File: src/rtl/hazard_scoreboard_unit.sv
// Hazard detection beside the ID stage. Per-register countdowns track real producer latency
// and drive the PC, IF/ID and ID/EX-bubble controls. A saturating counter records stall cycles.
module hazard_scoreboard_unit #(
    parameter int NUM_REGS     = 32,
    parameter int REG_W        = 5,
    parameter int LOAD_LAT     = 1,
    parameter int MUL_LAT      = 3,
    parameter int MUL_OCC      = 2,
    parameter int BRANCH_EXTRA = 1,
    parameter int STALL_CNT_W  = 16
) (
    input  logic                   Clk,
    input  logic                   Reset,
    input  logic                   ID_Valid,
    input  logic                   ID_Flush,
    input  logic                   ID_IsBranch,
    input  logic                   ID_UsesRS,
    input  logic                   ID_UsesRT,
    input  logic [REG_W-1:0]       ID_RegRS,
    input  logic [REG_W-1:0]       ID_RegRT,
    input  logic                   ID_RegW,
    input  logic [REG_W-1:0]       ID_RegDst,
    input  logic [1:0]             ID_LatClass,
    output logic                   PCWriteSel,
    output logic                   IF_WriteSel_ID,
    output logic                   ControlNopSel,
    output logic [STALL_CNT_W-1:0] StallCount
);

    localparam int LAT_W  = $clog2(MUL_LAT + BRANCH_EXTRA + 1);
    localparam int BUSY_W = (MUL_OCC > 0) ? $clog2(MUL_OCC + 1) : 1;

    localparam logic [LAT_W-1:0]  L_ALU  = LAT_W'(BRANCH_EXTRA);
    localparam logic [LAT_W-1:0]  L_LOAD = LAT_W'(LOAD_LAT + BRANCH_EXTRA);
    localparam logic [LAT_W-1:0]  L_MUL  = LAT_W'(MUL_LAT + BRANCH_EXTRA);
    localparam logic [BUSY_W-1:0] OCC    = BUSY_W'(MUL_OCC);

    logic [LAT_W-1:0]       r_cnt [NUM_REGS];
    logic [BUSY_W-1:0]      r_mul_busy;
    logic [STALL_CNT_W-1:0] r_stall_count;

    logic             w_is_mul;
    logic [LAT_W-1:0] w_lat;
    logic [LAT_W-1:0] w_thr;
    logic             w_rs_act;
    logic             w_rt_act;
    logic             w_dst_act;
    logic             w_raw;
    logic             w_waw;
    logic             w_struct;
    logic             w_live;
    logic             w_stall;
    logic             w_issue;

    assign w_is_mul = ID_LatClass[1];
    assign w_lat    = w_is_mul ? L_MUL : (ID_LatClass[0] ? L_LOAD : L_ALU);

    // Branches read operands in ID, so they must wait the extra cycles an EX consumer can skip.
    assign w_thr = ID_IsBranch ? '0 : L_ALU;

    assign w_rs_act  = ID_UsesRS && (ID_RegRS != '0) && (int'(ID_RegRS) < NUM_REGS);
    assign w_rt_act  = ID_UsesRT && (ID_RegRT != '0) && (int'(ID_RegRT) < NUM_REGS);
    assign w_dst_act = ID_RegW && (ID_RegDst != '0) && (int'(ID_RegDst) < NUM_REGS);

    assign w_raw    = (w_rs_act && (r_cnt[ID_RegRS] > w_thr)) ||
                      (w_rt_act && (r_cnt[ID_RegRT] > w_thr));
    assign w_waw    = w_dst_act && (r_cnt[ID_RegDst] > w_lat);
    assign w_struct = w_is_mul && (r_mul_busy != '0);

    assign w_live  = ID_Valid && !ID_Flush;
    assign w_stall = w_live && (w_raw || w_waw || w_struct) && !Reset;
    assign w_issue = w_live && !w_stall;

    assign PCWriteSel     = !w_stall;
    assign IF_WriteSel_ID = !w_stall;
    assign ControlNopSel  = w_stall;
    assign StallCount     = r_stall_count;

    // NOTE: nonblocking assignments in sequential blocks so every entry updates from pre-edge values.
    always_ff @(posedge Clk or posedge Reset) begin
        if (Reset) begin
            // NOTE: the scoreboard array is real pipeline state, so every entry is reset, unlike a data RAM.
            for (int i = 0; i < NUM_REGS; i++) begin
                r_cnt[i] <= '0;
            end
            r_mul_busy    <= '0;
            r_stall_count <= '0;
        end else begin
            for (int i = 0; i < NUM_REGS; i++) begin
                if (i != 0 && w_issue && w_dst_act && int'(ID_RegDst) == i) begin
                    r_cnt[i] <= w_lat;
                end else if (r_cnt[i] != '0) begin
                    r_cnt[i] <= r_cnt[i] - 1'b1;
                end
            end

            if (w_issue && w_is_mul) begin
                r_mul_busy <= OCC;
            end else if (r_mul_busy != '0) begin
                r_mul_busy <= r_mul_busy - 1'b1;
            end

            if (w_stall && (r_stall_count != '1)) begin
                r_stall_count <= r_stall_count + 1'b1;
            end
        end
    end

endmodule

File: config.mk
export PLATFORM = sky130hd
export DESIGN_NAME = hazard_scoreboard_unit
export DESIGN_NICKNAME = d
export VERILOG_FILES = /design/src/rtl/hazard_scoreboard_unit.sv
export SDC_FILE = /design/constraint.sdc
export NUM_CORES = 1
export LEC_CHECK = 0
export ABC_AREA = 1
export CAP_MARGIN = 20
export CORE_MARGIN = 2
export CORE_UTILIZATION = 60
export DETAILED_ROUTE_END_ITERATION = 6
export GPL_TIMING_DRIVEN = 0
export HOLD_SLACK_MARGIN = 0.12
export PLACE_DENSITY = 0.79
export REMOVE_ABC_BUFFERS = 1
export SKIP_CTS_REPAIR_TIMING = 1
export SLEW_MARGIN = 20
export SYNTH_ARGS = -nofsm -noshare
export SYNTH_HDL_FRONTEND = slang
export SYNTH_SLANG_ARGS = --single-unit
File: constraint.sdc
create_clock -name Clk -period 13.3 [get_ports Clk]
set_input_delay 3.99 -clock Clk [delete_from_list [all_inputs] [get_ports Clk]]
set_output_delay 3.99 -clock Clk [all_outputs]
set_load 0.01 [all_outputs]
==> key figures, run 1 <==
GRT
  • GRT Total Usage: 34.1%
  • Initial antenna violation count: 0
  • Largest net degree at the start of global routing: 63
  • Global-route wire length before repair: 47300 microns
  • Grt total ovfl: 0
  • Vias in the first global route: 9462

Setup path
  • CP Max Fanout: 23
  • WP data required: 9.31 ns
  • CP Buf/Inv Count: 4
  • Critical Path End Type: primary output
  • Critical path type: in2out
  • Crit-path cells: clkdlybuf4s50_1 -> clkinv_1 -> a21oi_1 -> o2111ai_1 -> o21ai_0 -> ha_1 -> a311oi_1 -> a21oi_1 -> nand3_2 -> nand2_2 -> inv_2 -> clkdlybuf4s50_1
  • Worst stage delay on the critical path: 1.22 ns
  • Critical Path Start Type: primary input
  • Crit path max-delay family: buffers and inverters
  • CP arrival: 9.01 ns
  • Worst path slowest cell: clkdlybuf4s50_1

STA
  • Crit share post-route: 97.7%
  • Min Tclk post-route: 13.00 ns
  • Max Slew Vio Count: 0
  • Worst Tran Pin Value: 1.20 ns
  • Hold Fails Final Rpt: 0
  • Layout Skew: 0.0114 ns
  • RSZ-0062 raised after global routing: no
  • Rel. slew slack: 19.8%
  • # setup viols final: 0
  • Fmax: 76.9 MHz

Yosys
  • Sequential cell area fraction in the yosys report: 29.4%
  • Warnings from Yosys: 0
  • Synth Flop Type: dfrtp_1
  • Synth top area share: 29.4%
  • Mux contribution to synthesized area: 0%
  • Syn Area/Cell: 6.91 sq um
  • Largest family of logic cells by synthesized area: simple AND/OR/NAND/NOR gates
  • EDFF count, synth: 0
  • Post-Synth XOR/XNOR Area: 2.79%
  • Post-synth cell types: 43
  • Gate Count Post-Synth: 1407
  • Seq cells post-synth: 114
  • Area share of fa/ha/maj cells after synthesis: 9.14%
  • Cell with the most instances after synthesis: nand2_1
  • Top post-synthesis cells by area: dfrtp_1 (29%), nand2_1 (10%), ha_1 (9.1%)
  • Compound-Gate Fraction of Synth Area: 14.7%
  • Asr flop ratio synth: 100%
  • Synthesized cell area: 0.00972 sq mm
  • Commonest cells in the netlist: nand2_1 (266), inv_1 (178), nand3_1 (171), dfrtp_1 (114), nor2_1 (113)
  • Post-Synth Simple-Gate Area: 33.4%
  • Area leader, netlist: dfrtp_1

CTS
  • Max Root-Sink Buffers: 2
  • Clk root buf: clkbuf_16
  • Clk slew on worst S/H paths: 0.05 ns
  • Htree depth: 4
  • TritonCTS buffer count: 17
  • CTS sink cnt: 114
  • Skew-Pair Late Insertion Delay: 0.43 ns
  • CTS tree: yes

Pwr
  • Worst VDD drop: 0.000120 V
  • PD cells: 208 mW/mm^2
  • Leakage: 0.00530 uW

Drt
  • Initial DRC Count: 1222
  • ANT nets after route: 0
  • Drt drc: 1
  • Post-DR vias/cell: 6.14
  • Routed length per placed instance: 17.7 microns
  • Via count: 10100
  • Pre-antenna DRT Iters: 7
  • Final WL: 29000 microns

Floorplanning
  • Die H: 131 microns
  • Die width: 131 microns
  • Boundary Pins: 44
  • Rows: 46
  • CORE AREA: 0.0159 sq mm
  • Die area: 0.0172 sq mm
  • Starting Density: 61.2%

Final layout
  • Area added between synthesis and finish: 11.1%
  • Share of cells above drive strength 1: 7.77%
  • Fin nets: 1511
  • Final Util: 68.0%
  • Post-route cell area: 0.0108 sq mm
  • Antenna Diode Count: 0
  • Non-Filler Instances: 1644

Place
  • Gpl congestion: 0.944
  • Post-Place Cells: 1612
  • Port bufs: 43
  • Post-detail-place hpwl: 19300 microns
  • Cell Area, Placed: 0.0103 sq mm

Hold path
  • Hold WC Path Type: reg2reg

Flow run
  • Max-cap violations: 0

Run status
  • Status: finished, violations left
  • Failing checks: DRC
## cell usage in the layout (no fill, tap or decap), drive strengths merged
master / count
nand2: 279
nor4: 5
and3: 1
nand3b: 3
nand4: 50
xnor2: 4
xor2: 27
o21ai: 104
dfrtp: 114
nand3: 176
o2111ai: 2
clkdlybuf4s50: 39
ha: 71
inv: 191
buf: 9
a31oi: 18
clkinvlp: 3
o221ai: 1
clkbuf: 18
a221oi: 2
a22oi: 1
a311oi: 1
or2: 21
o21a: 1
o211ai: 9
o22ai: 44
nor3: 31
clkinv: 11
a21oi: 75
nor2: 117
## tightest hold or removal path: cells and delay by family, from the launching register on
| family | cells | cell delay, ns |
|---|---|---|
| DFF | 1 | 0.34 |
| and+or+nand+nor | 2 | 0.11 |
## layer usage
layer	wire length [microns]	part of all wire, %	up-vias	track usage [%]
li1	-	-	4752	-
met2	12900	44	580	54.2
met5	0	0	-	0
met3	3330	11	105	8.41
met1	11800	41	4657	45.0
met4	1030	3.5	0	13.4
## final timing paths
kind | to | from | depth (start not counted) | slack (ns)
setup / recovery | ControlNopSel | ID_RegDst[4] | 12 | 0.30
hold / removal | r_cnt[75] | r_cnt[75] | 2 | 0.47
setup reg to reg | r_cnt[4] | r_cnt[44] | 18 | 8.62
hold reg to reg | r_cnt[75] | r_cnt[75] | 2 | 0.47
max in group asynchronous | r_cnt[18] | Reset | 3 | 8.51
min in group asynchronous | r_cnt[25] | Reset | 2 | 4.09
## flip-flops by register name (all words and copies together), names as in the netlist
name / flops
StallCount: 16
r_cnt: 96
r_mul_busy: 2
## power by group
part | total, uW | switching, uW | internal, uW | leakage, uW
sequential | 625 | 109 | 516 | 0.00139
combinational | 1200 | 738 | 459 | 0.00365
clock | 429 | 184 | 244 | 0.000263
total | 2250 | 1030 | 1220 | 0.00530
## logic make-up (layout without fill, tap and decap cells)
family	after synthesis	count (layout)
adder cells (fa/ha/maj)	71	71
flip-flops	114	114
AND/OR/NAND/NOR	683	683
AO/OA/AOI/OAI	258	258
XOR/XNOR	31	31
buffers and inverters	250	271
## through the flow
step / setup TNS [ns] / total power, uW / setup slack [ns] / hold slack [ns]
6_report: 0 / 2250 / 0.301 / 0.474
5_1_grt: 0 / 2460 / 0.170 / 0.494
4_1_cts: 0 / 2230 / 0.459 / 0.480
3_5_place_dp: 0 / 1790 / 0.493 / 0.466
3_3_place_gp: -2.73 / 1730 / -0.961 / 0.462
2_1_floorplan: 0 / 1500 / 2.79 / 0.448
## final cells by class
type / instances / area (sq um)
fill: 1394 / 5080
inverter: 191 / 727
clock buffer: 18 / 439
clock inverter: 14 / 108
multi-input combinational: 1043 / 5860
sequential: 114 / 2850
tap: 216 / 270
timing repair buffer: 48 / 548
(Power assumes the default switching activity.)
==> run 2: changes to the inputs <==
--- a/config.mk
+++ b/config.mk
@@ -11,7 +11,7 @@
 export CORE_UTILIZATION = 60
 export DETAILED_ROUTE_END_ITERATION = 6
 export GPL_TIMING_DRIVEN = 0
-export HOLD_SLACK_MARGIN = 0.12
+export HOLD_SLACK_MARGIN = 0.03
 export PLACE_DENSITY = 0.79
 export REMOVE_ABC_BUFFERS = 1
 export SKIP_CTS_REPAIR_TIMING = 1
==> results of run 2 <==
No change in the layout: final DEF, timing and power equal those of run 1.
